File: config.mk
export PLATFORM = sky130hd
export DESIGN_NAME = pmp_entry_match
export DESIGN_NICKNAME = d
export VERILOG_FILES = /design/src/rtl/cep_define.sv /design/src/rtl/pmp_entry_match.sv
export SDC_FILE = /design/constraint.sdc
export NUM_CORES = 1
export LEC_CHECK = 0
export CORE_MARGIN = 4
export CORE_UTILIZATION = 35
export DETAILED_ROUTE_END_ITERATION = 16
export PLACE_DENSITY = 0.7
export SLEW_MARGIN = 10
export SYNTH_ARGS = -nofsm -noshare
export SYNTH_HDL_FRONTEND = slang
export SYNTH_SLANG_ARGS = --single-unit
File: constraint.sdc
create_clock -name vclk -period 5.96
set_input_delay 1.192 -clock vclk [all_inputs]
set_output_delay 1.192 -clock vclk [all_outputs]
set_load 0.005 [all_outputs]
File: src/rtl/cep_define.sv
// Shared PMP types: CSR address map, pmpcfg byte layout, address-match modes and access bits.
package cep_define;

  localparam int unsigned CSR_ADDR_W = 12;

  typedef enum logic [CSR_ADDR_W-1:0] {
    CSR_PMPCFG0   = 12'h3A0,
    CSR_PMPCFG1   = 12'h3A1,
    CSR_PMPCFG2   = 12'h3A2,
    CSR_PMPCFG3   = 12'h3A3,
    CSR_PMPADDR0  = 12'h3B0,
    CSR_PMPADDR15 = 12'h3BF
  } pmp_csr_e;

  typedef enum logic [1:0] {
    PMP_OFF   = 2'd0,
    PMP_TOR   = 2'd1,
    PMP_NA4   = 2'd2,
    PMP_NAPOT = 2'd3
  } pmp_amode_e;

  // bit position of each access type within chk_acc / {X,W,R}
  typedef enum int unsigned {
    ACC_R = 0,
    ACC_W = 1,
    ACC_X = 2
  } pmp_acc_e;

  typedef struct packed {
    logic       l;
    logic [1:0] rsvd;
    pmp_amode_e a;
    logic       x;
    logic       w;
    logic       r;
  } pmpcfg_t;

  typedef enum logic {
    LOG_IDLE = 1'b0,
    LOG_HELD = 1'b1
  } log_state_e;

  localparam logic [4:0] NO_MATCH_IDX = 5'h1F;

  // WARL legalisation of a written cfg byte: reserved bits zero, W without R dropped
  function automatic pmpcfg_t legalize_cfg(input logic [7:0] b);
    pmpcfg_t c;
    c      = pmpcfg_t'(b);
    c.rsvd = 2'b00;
    if (c.w && !c.r) c.w = 1'b0;
    return c;
  endfunction

endpackage

File: src/rtl/pmp_entry_match.sv
// Combinational address match for a single PMP entry (OFF/TOR/NA4/NAPOT).
module pmp_entry_match
  import cep_define::*;
#(
  parameter int unsigned AW = 30
) (
  input  pmp_amode_e       mode_i,
  input  logic [AW-1:0]    pmpaddr_i,
  input  logic [AW-1:0]    prev_i,
  input  logic [AW-1:0]    word_addr_i,
  output logic             match_o
);

  logic [AW-1:0] napot_mask;

  // trailing ones plus the first zero are don't-care bits of the NAPOT region
  assign napot_mask = ~(pmpaddr_i ^ (pmpaddr_i + AW'(1)));

  always_comb begin
    match_o = 1'b0;
    case (mode_i)
      PMP_TOR:   match_o = (word_addr_i >= prev_i) && (word_addr_i < pmpaddr_i);
      PMP_NA4:   match_o = (word_addr_i == pmpaddr_i);
      PMP_NAPOT: match_o = ((word_addr_i ^ pmpaddr_i) & napot_mask) == '0;
      default:   match_o = 1'b0;
    endcase
  end

endmodule

==> impl_metrics.json, run 1 <==
{
  "final_area_sq_mm": 0.00305,
  "firstDrtPassIters": 4,
  "worstPathRequired_ns": 4.77,
  "synth_compound_area_share_pct": 26.1,
  "synth_top_family_by_area": "adder cells",
  "dieHeight_microns": 83.1,
  "vias": 2321,
  "regArea_sq_um": 0,
  "detail-route-antenna-nets": 0,
  "synth_area_per_cell_sq_um": 7.15,
  "yosys_warnings": 0,
  "via_per_inst": 5.23,
  "p_comb_share_pct": 100.0,
  "synth_xor_xnor_area_share_pct": 0.444,
  "grt_pass1_wl_microns": 10200,
  "grt_pass1_vias": 2370,
  "netlist_area_sq_mm": 0.00197,
  "cp.buffers_inverters": 3,
  "drv_cap": 0,
  "finalWorstSetupSlack_ns": 0.506,
  "seq_cells": 0,
  "port_buffers": 93,
  "grt_overflow": 0,
  "rsz0062_at_grt": "no",
  "antenna_found_initial": 0,
  "rows": 27,
  "crit_path_max_incr_delay_ns": 0.53,
  "status": "complete, no violations",
  "min-delay-start": "mode_i[1]",
  "internal_power_mw": 0.111,
  "swShare_pct": 44.4,
  "crit_slowest_cell": "or4_1",
  "critical_path.startpoint": "pmpaddr_i[4]",
  "fillers": 541,
  "start_util_pct": 36.1,
  "crit_path_end_kind": "primary output",
  "seq_area_frac_synth_pct": 0,
  "path_cells": "clkdlybuf4s50_1 -> inv_1 -> ha_4 -> a21oi_1 -> or4_1 -> or4_1 -> nor4_2 -> nand4_1 -> or3_1 -> a31oi_1 -> dlymetal6s2s_1",
  "layout_common_cells": "clkdlybuf4s50_1 (91), inv_1 (62), ha_1 (59)",
  "worstPathArrival_ns": 4.26,
  "die-area_sq_mm": 0.00690,
  "setup_viol": 0,
  "tns_ns": 0,
  "die_x_microns": 83.1,
  "slew_headroom_pct": 68.8,
  "hold_class": "in -> out",
  "layout_commonest_cell": "clkdlybuf4s50_1",
  "power_frac_seq_pct": 0,
  "postPlaceCellArea_sq_mm": 0.00302,
  "synth.net_count": 429,
  "wire_per_inst_microns": 13.7,
  "place_hpwl_microns": 5610,
  "cpMostUsedCell": "or4_1",
  "pwr-share-clk_pct": 0,
  "cp_max_fo": 5,
  "drcViolationCount": 0,
  "pre_cts_ws_ns": 0.0595,
  "pwr_density_cell_mw_per_mm2": 65.3,
  "ctsHoldBuffers": 0,
  "track_usage_pct": 16.8,
  "routabilityCongestion": 0.853,
  "drt-initial-drc-count": 122,
  "fin_nets": 527,
  "switchingPower_mw": 0.0885,
  "antenna_cells": 0,
  "p_leak_nw": 1.54,
  "worst_setup_path_start_kind": "primary input",
  "area_delta_synth_final_pct": 54.7,
  "worst_pin_slew_ns": 0.463,
  "drv_slew": 0,
  "post_cts_buffers": 0,
  "synth_top_area_cell": "ha_1",
  "yosys.area_share.simple_pct": 23.0,
  "drt_wl_total_microns": 6060,
  "synth_fa_ha_area_share_pct": 38.7,
  "ioPinCount": 93,
  "core_area_sq_mm": 0.00547,
  "yosysTopAreaCellShare_pct": 38.7,
  "path_delay_family": "simple AND/OR/NAND/NOR gates",
  "fin_crit_sh_pct": 91.5,
  "peakVddDrop_mv": 0.0314,
  "netlist_top_cells_area": "ha_1 (39%), inv_1 (12%), a21oi_1 (5.8%)",
  "hold_viol_final": 0,
  "grt_max_degree": 7,
  "synth_cells": 276,
  "layout-drive-gt1-share_pct": 3.49,
  "muxShareOfSynthArea_pct": 0,
  "fmax_mhz": 183,
  "worstSetupPathType": "in -> out",
  "n_clock_buffer": 0,
  "ys_types": 42,
  "min_period_ns": 5.45
}
==> metal layers <==
layer	vias up	GRT usage (%)	wire [microns]
li1	1214	-	-
met1	1045	20.0	2540
met2	60	32.8	3130
met3	2	2.58	369
met4	0	0.743	28
met5	-	0	0
==> cell families (layout without fill, tap and decap cells) <==
kind of cell,Yosys count,in the layout
fa+ha+maj,61,61
buf+inv,62,158
compound gates,75,75
xor+xnor,1,1
simple gates,77,77
==> cells in the mapped netlist (2+ instances only) <==
cell type	count
ha_1	61
nor4_2	2
or4_1	3
nor4_1	4
a211oi_1	4
and4_1	5
a221oi_1	2
a21o_1	15
inv_1	62
and3_1	3
nor2_1	15
nand2_1	16
nor3_1	6
nand3_1	5
o31ai_1	3
a41oi_1	4
a21oi_1	23
o21ai_0	6
nand4_1	9
a31oi_1	6
==> layout make-up <==
type	instances	area (sq um)	share of cell area, %
Tap cell	72	90.1	2.95
Inverter	62	233	7.62
Timing Repair Buffer	96	958	31.4
Multi-Input combinational cell	214	1770	58.0
==> final timing paths <==
kind	depth (start not counted)	slack (ns)	end
max	11	0.51	match_o
min	4	3.24	match_o
==> power groups by stage <==
stage                     Clock (mW)  Sequential (mW)  Combinational [mW]
after floorplan                    0                0              0.0972
after global placement             0                0               0.192
after detailed placement           0                0               0.196
after CTS                          0                0               0.198
after global routing               0                0               0.224
final                              0                0               0.199
==> tightest hold or removal path, stage by stage <==
cell	delay, ns
clkdlybuf4s50_1	0.45
a41oi_1	0.19
a31oi_1	0.06
dlymetal6s2s_1	0.16
==> repair_timing <==
action / 4_1_cts / 5_1_grt
resized for setup: 0 / 5
endpoints found under the hold margin: 0 / 0
endpoints found under the setup margin: 0 / 1
==> stage by stage <==
| stage | util [%] | power (mW) | hold slack (ns) | cells |
|---|---|---|---|---|
| after floorplan | - | 0.0972 | 2.54 | 276 |
| after global placement | 55.1 | 0.192 | 3.55 | 444 |
| after detailed placement | 55.1 | 0.196 | 3.54 | 444 |
| after CTS | 55.1 | 0.198 | 3.54 | 444 |
| after global routing | 55.8 | 0.224 | 3.28 | 444 |
| final | 55.8 | 0.199 | 3.24 | 444 |
Note: power is estimated with default switching activity, not from simulation.
==> inputs of run 2 (changes only) <==
==> constraint.sdc (replaced) <==
create_clock -name vclk -period 5.96
set_input_delay 1.192 -clock vclk [all_inputs]
set_output_delay 1.192 -clock vclk [all_outputs]
set_load 0.1 [all_outputs]
==> run 2 against run 1 <==
Effect of this change: count of clock-buffer cells in the layout unchanged; non-clock buffer count down 1; core utilization down 0.50 points; setup slack worse by 0.26 ns; first-iteration DRC count down 47%; via count about the same; total power up 0.59%; critical path type unchanged; critical path depth unchanged; cell area down 0.90%.
==> impl_metrics.json, run 2 (synthesis gave the netlist of run 1 again) <==
{
  "crit_path_end_kind": "primary output",
  "fin_nets": 526,
  "core_area_sq_mm": 0.00547,
  "track_usage_pct": 17.3,
  "routabilityCongestion": 0.928,
  "detail-route-antenna-nets": 0,
  "hold_viol_final": 0,
  "die_x_microns": 83.1,
  "peakVddDrop_mv": 0.0341,
  "drv_slew": 0,
  "via_per_inst": 5.24,
  "place_hpwl_microns": 5590,
  "antenna_found_initial": 0,
  "antenna_cells": 0,
  "drcViolationCount": 0,
  "dieHeight_microns": 83.1,
  "drt-initial-drc-count": 65,
  "vias": 2323,
  "p_comb_share_pct": 100.0,
  "switchingPower_mw": 0.0907,
  "die-area_sq_mm": 0.00690,
  "swShare_pct": 45.3,
  "ctsResizeCount": 0,
  "area_delta_synth_final_pct": 53.3,
  "grt_max_degree": 8,
  "cp_max_fo": 5,
  "ioPinCount": 93,
  "slew_headroom_pct": 61.0,
  "drt_wl_total_microns": 6060,
  "port_buffers": 93,
  "internal_power_mw": 0.110,
  "worstPathRequired_ns": 4.77,
  "grt_pass1_wl_microns": 10500,
  "firstDrtPassIters": 4,
  "hold_class": "in -> out",
  "layout_common_cells": "clkdlybuf4s50_1 (92), inv_1 (62), ha_1 (61)",
  "seq_cells": 0,
  "n_clock_buffer": 0,
  "rsz0062_at_grt": "no",
  "min_period_ns": 5.71,
  "fin_crit_sh_pct": 95.8,
  "regArea_sq_um": 0,
  "start_util_pct": 36.1,
  "ctsHoldBuffers": 0,
  "final_area_sq_mm": 0.00303,
  "fmax_mhz": 175,
  "setup_viol": 0,
  "post_cts_buffers": 0,
  "status": "complete, no violations",
  "worstPathArrival_ns": 4.52,
  "pwr-share-clk_pct": 0,
  "pre_cts_ws_ns": 0.247,
  "finalWorstSetupSlack_ns": 0.250,
  "drv_cap": 0,
  "layout_commonest_cell": "clkdlybuf4s50_1",
  "tns_ns": 0,
  "power_frac_seq_pct": 0,
  "grt_pass1_vias": 2412,
  "worstSetupPathType": "in -> out",
  "grt_overflow": 0,
  "postPlaceCellArea_sq_mm": 0.00303,
  "p_leak_nw": 1.51,
  "rows": 27,
  "worst_pin_slew_ns": 0.580,
  "pwr_density_cell_mw_per_mm2": 66.3,
  "layout-drive-gt1-share_pct": 2.96,
  "worst_setup_path_start_kind": "primary input",
  "wire_per_inst_microns": 13.7
}
[run 2: power groups by stage]
stage          logic [mW]  registers, mW  clock network, mW
5_1_grt             0.226              0                  0
3_3_place_gp        0.197              0                  0
6_report            0.200              0                  0
4_1_cts             0.202              0                  0
2_1_floorplan       0.100              0                  0
3_5_place_dp        0.200              0                  0
[run 2: final timing paths]
check             cells past startpoint  endpoint          from
setup / recovery                     11   match_o  pmpaddr_i[4]
hold / removal                        4   match_o     mode_i[0]
[run 2: metal layers]
layer / track usage [%] / routed length [microns]
met5: 0 / 0
met4: 2.38 / 88
met3: 2.08 / 382
met2: 32.4 / 3000
met1: 21.5 / 2600
[run 2: cell type report]
| type | count | area [sq um] |
|---|---|---|
| timing repair buffer | 95 | 956 |
| tap | 72 | 90.1 |
| fill | 544 | 2450 |
| inverter | 62 | 233 |
| multi-input combinational | 214 | 1750 |
[run 2: critical path, cell delays in order]
cell             delay (ns)
clkdlybuf4s50_1        0.51
inv_1                  0.06
ha_1                   0.35
a21oi_1                0.10
or4_1                  0.51
or4_1                  0.51
nor4_1                 0.31
nand4_1                0.12
or3_1                  0.34
a31oi_2                0.29
buf_12                 0.21
[run 2: through the flow]
| stage | std cells | power (mW) | utilization [%] | hold slack, ns |
|---|---|---|---|---|
| 3_3_place_gp | 443 | 0.197 | 55.3 | 3.34 |
| 2_1_floorplan | 276 | 0.100 | - | 2.80 |
| 4_1_cts | 443 | 0.202 | 55.3 | 3.33 |
| 3_5_place_dp | 443 | 0.200 | 55.3 | 3.33 |
| 5_1_grt | 443 | 0.226 | 55.3 | 3.35 |
| 6_report | 443 | 0.200 | 55.3 | 3.32 |
==> inputs of run 3 (changes only) <==
RECOVER_POWER = 100   (was unset)
==> results of run 3 <==
The final DEF is identical to that of run 2; final timing and power are the same.
